### src/rtl/tv80_alu16_seq.sv
// Two-cycle 16-bit add/subtract sequencer that drives the TV80 8-bit ALU.
// It runs the low byte first, then the high byte with the carry from the low byte.
module tv80_alu16_seq #(
  parameter int Flag_C = 4,
  parameter int Flag_H = 5,
  parameter int Flag_N = 6,
  parameter int Flag_Z = 7
) (
  input  logic        clk,
  input  logic        reset_n,
  input  logic        cen,
  input  logic        start,
  input  logic [1:0]  op,
  input  logic [15:0] opa,
  input  logic [15:0] opb,
  input  logic [7:0]  f_in,
  output logic        busy,
  output logic        done,
  output logic [15:0] result,
  output logic [7:0]  f_out,
  output logic [3:0]  alu_op,
  output logic [7:0]  alu_busa,
  output logic [7:0]  alu_busb,
  output logic [7:0]  alu_f,
  output logic        alu_arith16,
  output logic        alu_z16,
  input  logic [7:0]  alu_q,
  input  logic [7:0]  alu_f_res
);

  typedef enum logic [1:0] {S_IDLE, S_LO, S_HI, S_DONE} state_e;
  typedef enum logic [1:0] {OP_ADD = 2'b00, OP_ADC = 2'b01, OP_SBC = 2'b10, OP_SUB = 2'b11} op_e;

  state_e      state_q, state_d;
  op_e         op_q, op_d;
  logic [15:0] opa_q, opa_d;
  logic [15:0] opb_q, opb_d;
  logic [7:0]  fin_q, fin_d;
  logic [7:0]  flag_q, flag_d;
  logic [15:0] result_q, result_d;
  logic [7:0]  f_out_q, f_out_d;

  // NOTE: every signal gets a default before the case so no latch is inferred.
  always_comb begin
    state_d  = state_q;
    op_d     = op_q;
    opa_d    = opa_q;
    opb_d    = opb_q;
    fin_d    = fin_q;
    flag_d   = flag_q;
    result_d = result_q;
    f_out_d  = f_out_q;
    if (cen) begin
      case (state_q)
        S_IDLE, S_DONE: begin
          if (start) begin
            state_d = S_LO;
            op_d    = op_e'(op);
            opa_d   = opa;
            opb_d   = opb;
            fin_d   = f_in;
          end else begin
            state_d = S_IDLE;
          end
        end
        S_LO: begin
          result_d[7:0] = alu_q;
          flag_d        = alu_f_res;
          state_d       = S_HI;
        end
        S_HI: begin
          result_d[15:8]  = alu_q;
          f_out_d         = '0;
          f_out_d[Flag_Z] = alu_f_res[Flag_Z];
          f_out_d[Flag_N] = alu_f_res[Flag_N];
          f_out_d[Flag_H] = alu_f_res[Flag_H];
          f_out_d[Flag_C] = alu_f_res[Flag_C];
          state_d         = S_DONE;
        end
        default: state_d = S_IDLE;
      endcase
    end
  end

  // NOTE: state is updated with non-blocking assignments so every flop samples pre-edge values.
  always_ff @(posedge clk) begin
    if (!reset_n) begin
      state_q  <= S_IDLE;
      op_q     <= OP_ADD;
      opa_q    <= '0;
      opb_q    <= '0;
      fin_q    <= '0;
      flag_q   <= '0;
      result_q <= '0;
      f_out_q  <= '0;
    end else begin
      state_q  <= state_d;
      op_q     <= op_d;
      opa_q    <= opa_d;
      opb_q    <= opb_d;
      fin_q    <= fin_d;
      flag_q   <= flag_d;
      result_q <= result_d;
      f_out_q  <= f_out_d;
    end
  end

  // The low byte of SBC consumes the incoming carry, and the low byte of SUB does not.
  // The high byte always chains the carry from the low byte.
  always_comb begin
    alu_op      = 4'b0000;
    alu_busa    = '0;
    alu_busb    = '0;
    alu_f       = '0;
    alu_arith16 = 1'b0;
    alu_z16     = 1'b0;
    case (state_q)
      S_LO: begin
        alu_busa    = opa_q[7:0];
        alu_busb    = opb_q[7:0];
        alu_f       = fin_q;
        alu_arith16 = (op_q == OP_ADD);
        case (op_q)
          OP_ADD:  alu_op = 4'b0000;
          OP_ADC:  alu_op = 4'b0001;
          OP_SBC:  alu_op = 4'b0011;
          default: alu_op = 4'b0010;
        endcase
      end
      S_HI: begin
        alu_busa    = opa_q[15:8];
        alu_busb    = opb_q[15:8];
        alu_f       = flag_q;
        alu_arith16 = (op_q == OP_ADD);
        alu_z16     = (op_q != OP_ADD);
        alu_op      = (op_q == OP_ADD || op_q == OP_ADC) ? 4'b0001 : 4'b0011;
      end
      default: ;
    endcase
  end

  assign busy   = (state_q == S_LO) || (state_q == S_HI);
  assign done   = (state_q == S_DONE);
  assign result = result_q;
  assign f_out  = f_out_q;

endmodule

### config.mk
export PLATFORM = sky130hd
export DESIGN_NAME = tv80_alu16_seq
export DESIGN_NICKNAME = d
export VERILOG_FILES = /design/src/rtl/tv80_alu16_seq.sv
export SDC_FILE = /design/constraint.sdc
export NUM_CORES = 1
export LEC_CHECK = 0
export CORE_MARGIN = 2
export CORE_UTILIZATION = 46
export CTS_BUF_LIST = sky130_fd_sc_hd__clkbuf_16
export CTS_CLUSTER_SIZE = 10
export DETAILED_ROUTE_END_ITERATION = 12
export GPL_TIMING_DRIVEN = 0
export PLACE_DENSITY = 0.81
export RECOVER_POWER = 50
export SYNTH_ARGS = -nofsm -noshare
export SYNTH_HDL_FRONTEND = slang
export SYNTH_SLANG_ARGS = --single-unit
export TNS_END_PERCENT = 5
### constraint.sdc
create_clock -name clk -period 2 [get_ports clk]
set_clock_uncertainty 0.15 [all_clocks]
set_input_delay 0.2 -clock clk [delete_from_list [all_inputs] [get_ports clk]]
set_output_delay 0.2 -clock clk [all_outputs]
set_load 0.005 [all_outputs]
# Yosys cells after proc, flatten, opt, wreduce, memory -nomap -nowiden
# Cells that the tools add are included.
# word_totals
reg_bits,72
wordCells,34
# classes
n_reduce_logical,10
muxes,10
eq_ne,5
# ops
operator,n
one-hot mux 8 bit (2 select lines),3
one-hot mux 2 bit (3 select lines),2
"equality test 2 bit, second input constant",3
"equality test 2 x 1 -> 1 bit, second input constant",2
logical NOT 2 bit,2
one-hot mux 2 bit (2 select lines),1
AND reduction 2 bit,2
OR reduction 2 bit,2
two-way mux 1 bit,3
AND reduction 3 bit,1
logical OR 1 bit,2
two-way mux 2 bit,1
nonzero test 2 bit,1

# Depth between registers and ports, before layout
# logic_depth
word_depth,4
mapped_depth,7
mapped_depth_nobuf,4

# Least setup slack after synthesis
# OpenSTA, ideal clock, no wires.
# synth_path
kind,register to output
startpoint,register state_q[0]
endpoint,output alu_busa[0]
t_arrival_ns,1.417
path_buffers,3
stages_incl_launch_ff,8
required_time_ns,1.650
slack_ns,0.233
path_cell_list,dfxtp_1 > inv_1 > ha_1 > buf_6 > nor2b_1 > buf_2 > buf_2 > a22o_1
# synth_between
elab_chain_cells,2
# synth_lines
item,line_no,text
from (decl),34,"state_e state_q, state_d;"
from (signal assigned),97,state_q <= state_d;
equality test 2 bit or equality test 2 x 1 -> 1 bit (tied branches),117,case (state_q)
one-hot mux 8 bit (2 select lines) *,117,
to (decl),22,"output logic [7:0] alu_busa,"
# Mark *: on every way between the ends. The rest lies on a longest branch, timed or not.

# Worst setup path after layout
# layout_path
startpoint,register state_q[0]
endpoint,output alu_f[1]
# layout_between
elab_chain_cells,2
# layout_lines
item,line_no,text
equality test 2 bit or equality test 2 x 1 -> 1 bit (tied branches),117,
one-hot mux 8 bit (2 select lines) *,117,
to (decl),24,"output logic [7:0] alu_f,"
# Marks and branches as above.

==> metrics.cfg <==
[drt]
dr_total_vias=3157
drc=0
via_per_inst=5.11
drt_wl_total_um=9820
wl_per_cell_um=15.9
drt_first_pass_iters=4
postRouteAntennaNets=0
first_iter_violations=91

[logic_synthesis]
synthSimpleGateAreaFrac_pct=14.7
synth_fa_ha_area_share_pct=3.25
syn-cell-area_um2=3460
synth_top_family_by_area=compound AO/OA/AOI/OAI gates
ys_ff_latch=72
avgSynthCellArea_um2=9.06
synth.distinct_cells=20
ys_warn_count=0
synth-xor-area-share_pct=0
muxShareOfSynthArea_pct=12.4
synth-seq-area-share_pct=41.7
synthCells=382
synth_compound_area_share_pct=19.2

[layout]
area_growth_pct=47.3
nNetsFinal=585
design_area_um2=5100
drive_above_1_share_pct=23.5
diodes=0

[global_routing]
grt.overflow.total=0
grtUsageTotal_pct=24.5
grt_max_degree=15
grt_pass1_vias=3256
grt_first_pass_wirelength_um=16000
antenna_found_initial=0

[cts]
cts_tree=done
clkTransAtPathRegs_ns=0.06
clkLatencyLatePin_ns=0.33
htree_levels=3
cts.path.max_buffers=2
cts.sink_count=72
cts-root-buf=clkbuf_16
cts_buffers=9

[status]
violations=negative setup slack
status=complete, but fails checks

[worst_setup_path]
path_cells=inv_4, ha_4, nor2b_4, buf_6, buf_16, a22o_1, buf_2
start_kind=flip-flop
end_kind=output pin
crit_required_ns=1.65
crit_type=flip-flop to output pin
r2r-start=state_q[0]$_SDFFE_PN0P_
reg2reg_setup_slack_ns=0.15
worst_path_max_delay_cell=dfxtp_4
critPathArrivalTime_ns=1.76
reg2reg_depth=7
worstPathMaxFanout=5
reg2reg_to=opa_q[2]$_SDFFE_PN0P_
critPathMaxStageDelay_ns=0.39

[min_path]
hold_class=primary input to flip-flop
min_to=opb_q[12]$_SDFFE_PN0P_
hp-start=reset_n
hold_depth=4

[die]
die_w_um=90.7
dieHeight_um=90.7
start_util_pct=47.7
die_area_um2=8230
num_rows=31
ioPinCount=118
core_um2=7250

[sta]
fin_tns_setup_ns=-1.80
fin_crit_sh_pct=106
setup_violations=25
finalHoldViolCount=0
fmax_ghz=0.474
layout_setup_ws_ns=-0.111
rsz0062_at_grt=yes
slew_violations=0
fin_crit_ns=2.11

[place]
dpl_cell_area_um2=4690
dpl.hpwl_um=6850
port_buffers=109
pre_cts_ws_ns=-0.497
gp_congestion=0.813

[flow_run]
drv_cap=0

[power]
ir_drop_v=0.000537
leakagePower_nw=2.08
power_density_nw_per_um2=769

critical path: cells and delay by family (launching register included):
family                     cells  cell delay (ns)
AOI/OAI and AO/OA              1             0.23
DFF                            1             0.39
adders and majority gates      1             0.31
and+or+nand+nor                1             0.06
buffers and inverters          4             0.42
flip-flops by register name, indices dropped and copies added (netlist names):
name,count
state_q,2
opa_q,16
opb_q,16
f_out,4
flag_q,8
fin_q,8
op_q,2
result,16
layout make-up:
type                       instances  area [µm²]
multi-input combinational        264        1790
inverter                           6        25.0
buffer                            42         300
fill                             566        2160
clock inverter                     7         104
sequential                        72        1450
clock buffer                       9         225
timing repair buffer             119        1080
tap                               99         124
through the flow:
stage	util [%]	power, mW	std cells	hold WS (ns)
after CTS	69.8	3.91	619	0.243
after global placement	64.7	2.12	595	0.292
after floorplan	-	1.87	387	0.192
after global routing	70.3	4.07	618	0.272
final	70.3	3.92	618	0.243
after detailed placement	64.7	2.13	595	0.301
power breakdown:
group / internal (mW) / leakage [nW] / switching (mW) / total, mW
Sequential: 1.51 / 0.588 / 0.0449 / 1.55
Combinational: 0.338 / 1.34 / 0.275 / 0.613
Clock: 1.11 / 0.154 / 0.649 / 1.76
Total: 2.95 / 2.08 / 0.968 / 3.92
cell usage in the layout (no fill, tap or decap), types with 3 or more instances in the layout:
master / instances
a21bo_2: 28
a21oi_1: 29
a22o_1: 24
buf_2: 34
buf_4: 12
buf_6: 14
buf_8: 3
clkbuf_1: 13
clkbuf_16: 9
clkdlybuf4s50_1: 81
conb_1: 6
dfxtp_1: 68
ha_1: 6
inv_1: 5
mux2i_1: 43
nand2_1: 84
nand3_1: 28
worst max-delay path by stage:
stage / end / startpoint / slack, ns
after detailed placement: alu_f[6] / state_q[0]$_SDFFE_PN0P_ / -0.50
after floorplan: alu_busa[0] / state_q[0]$_SDFFE_PN0P_ / 0.23
after global routing: alu_f[1] / state_q[0]$_SDFFE_PN0P_ / -0.17
final: alu_f[1] / state_q[0]$_SDFFE_PN0P_ / -0.11
after CTS: alu_f[1] / state_q[0]$_SDFFE_PN0P_ / -0.23
after global placement: alu_f[6] / state_q[0]$_SDFFE_PN0P_ / -0.49
cells in the mapped netlist:
| master | instances | area (µm²) |
|---|---|---|
| nor2_1 | 2 | 7.51 |
| buf_4 | 8 | 60.1 |
| nand3_1 | 28 | 140 |
| buf_2 | 15 | 75.1 |
| ha_1 | 9 | 113 |
| inv_1 | 6 | 22.5 |
| a211oi_1 | 1 | 7.51 |
| dfxtp_1 | 72 | 1440 |
| conb_1 | 1 | 3.75 |
| nor2b_1 | 4 | 25.0 |
| a21oi_1 | 31 | 155 |
| o21ai_0 | 2 | 10.0 |
| a21bo_2 | 28 | 280 |
| a22o_1 | 24 | 210 |
| and3_4 | 1 | 11.3 |
| nand2_1 | 84 | 315 |
| buf_6 | 8 | 90.1 |
| clkbuf_1 | 14 | 52.6 |
| or3b_2 | 1 | 8.76 |
| mux2i_1 | 43 | 430 |
per-layer routing:
metal | wire, µm | track usage (%)
met5 | 0 | 0
met4 | 172 | 8.33
met3 | 855 | 9.43
met2 | 4910 | 42.0
met1 | 3880 | 27.9
cell families after synthesis:
group,count (synthesis)
other,1
adders and majority gates,9
muxes,43
and+or+nand+nor,120
DFF,72
AOI/OAI and AO/OA,86
buffers and inverters,51
timing repair:
item	in CTS	in global routing
pin swaps	25	3
gates cloned	2	0
resized for setup	131	14
hold buffers	0	0
setup endpoints to repair	29	28
buffers inserted	7	1
Note: power is estimated with default switching activity, not from simulation.
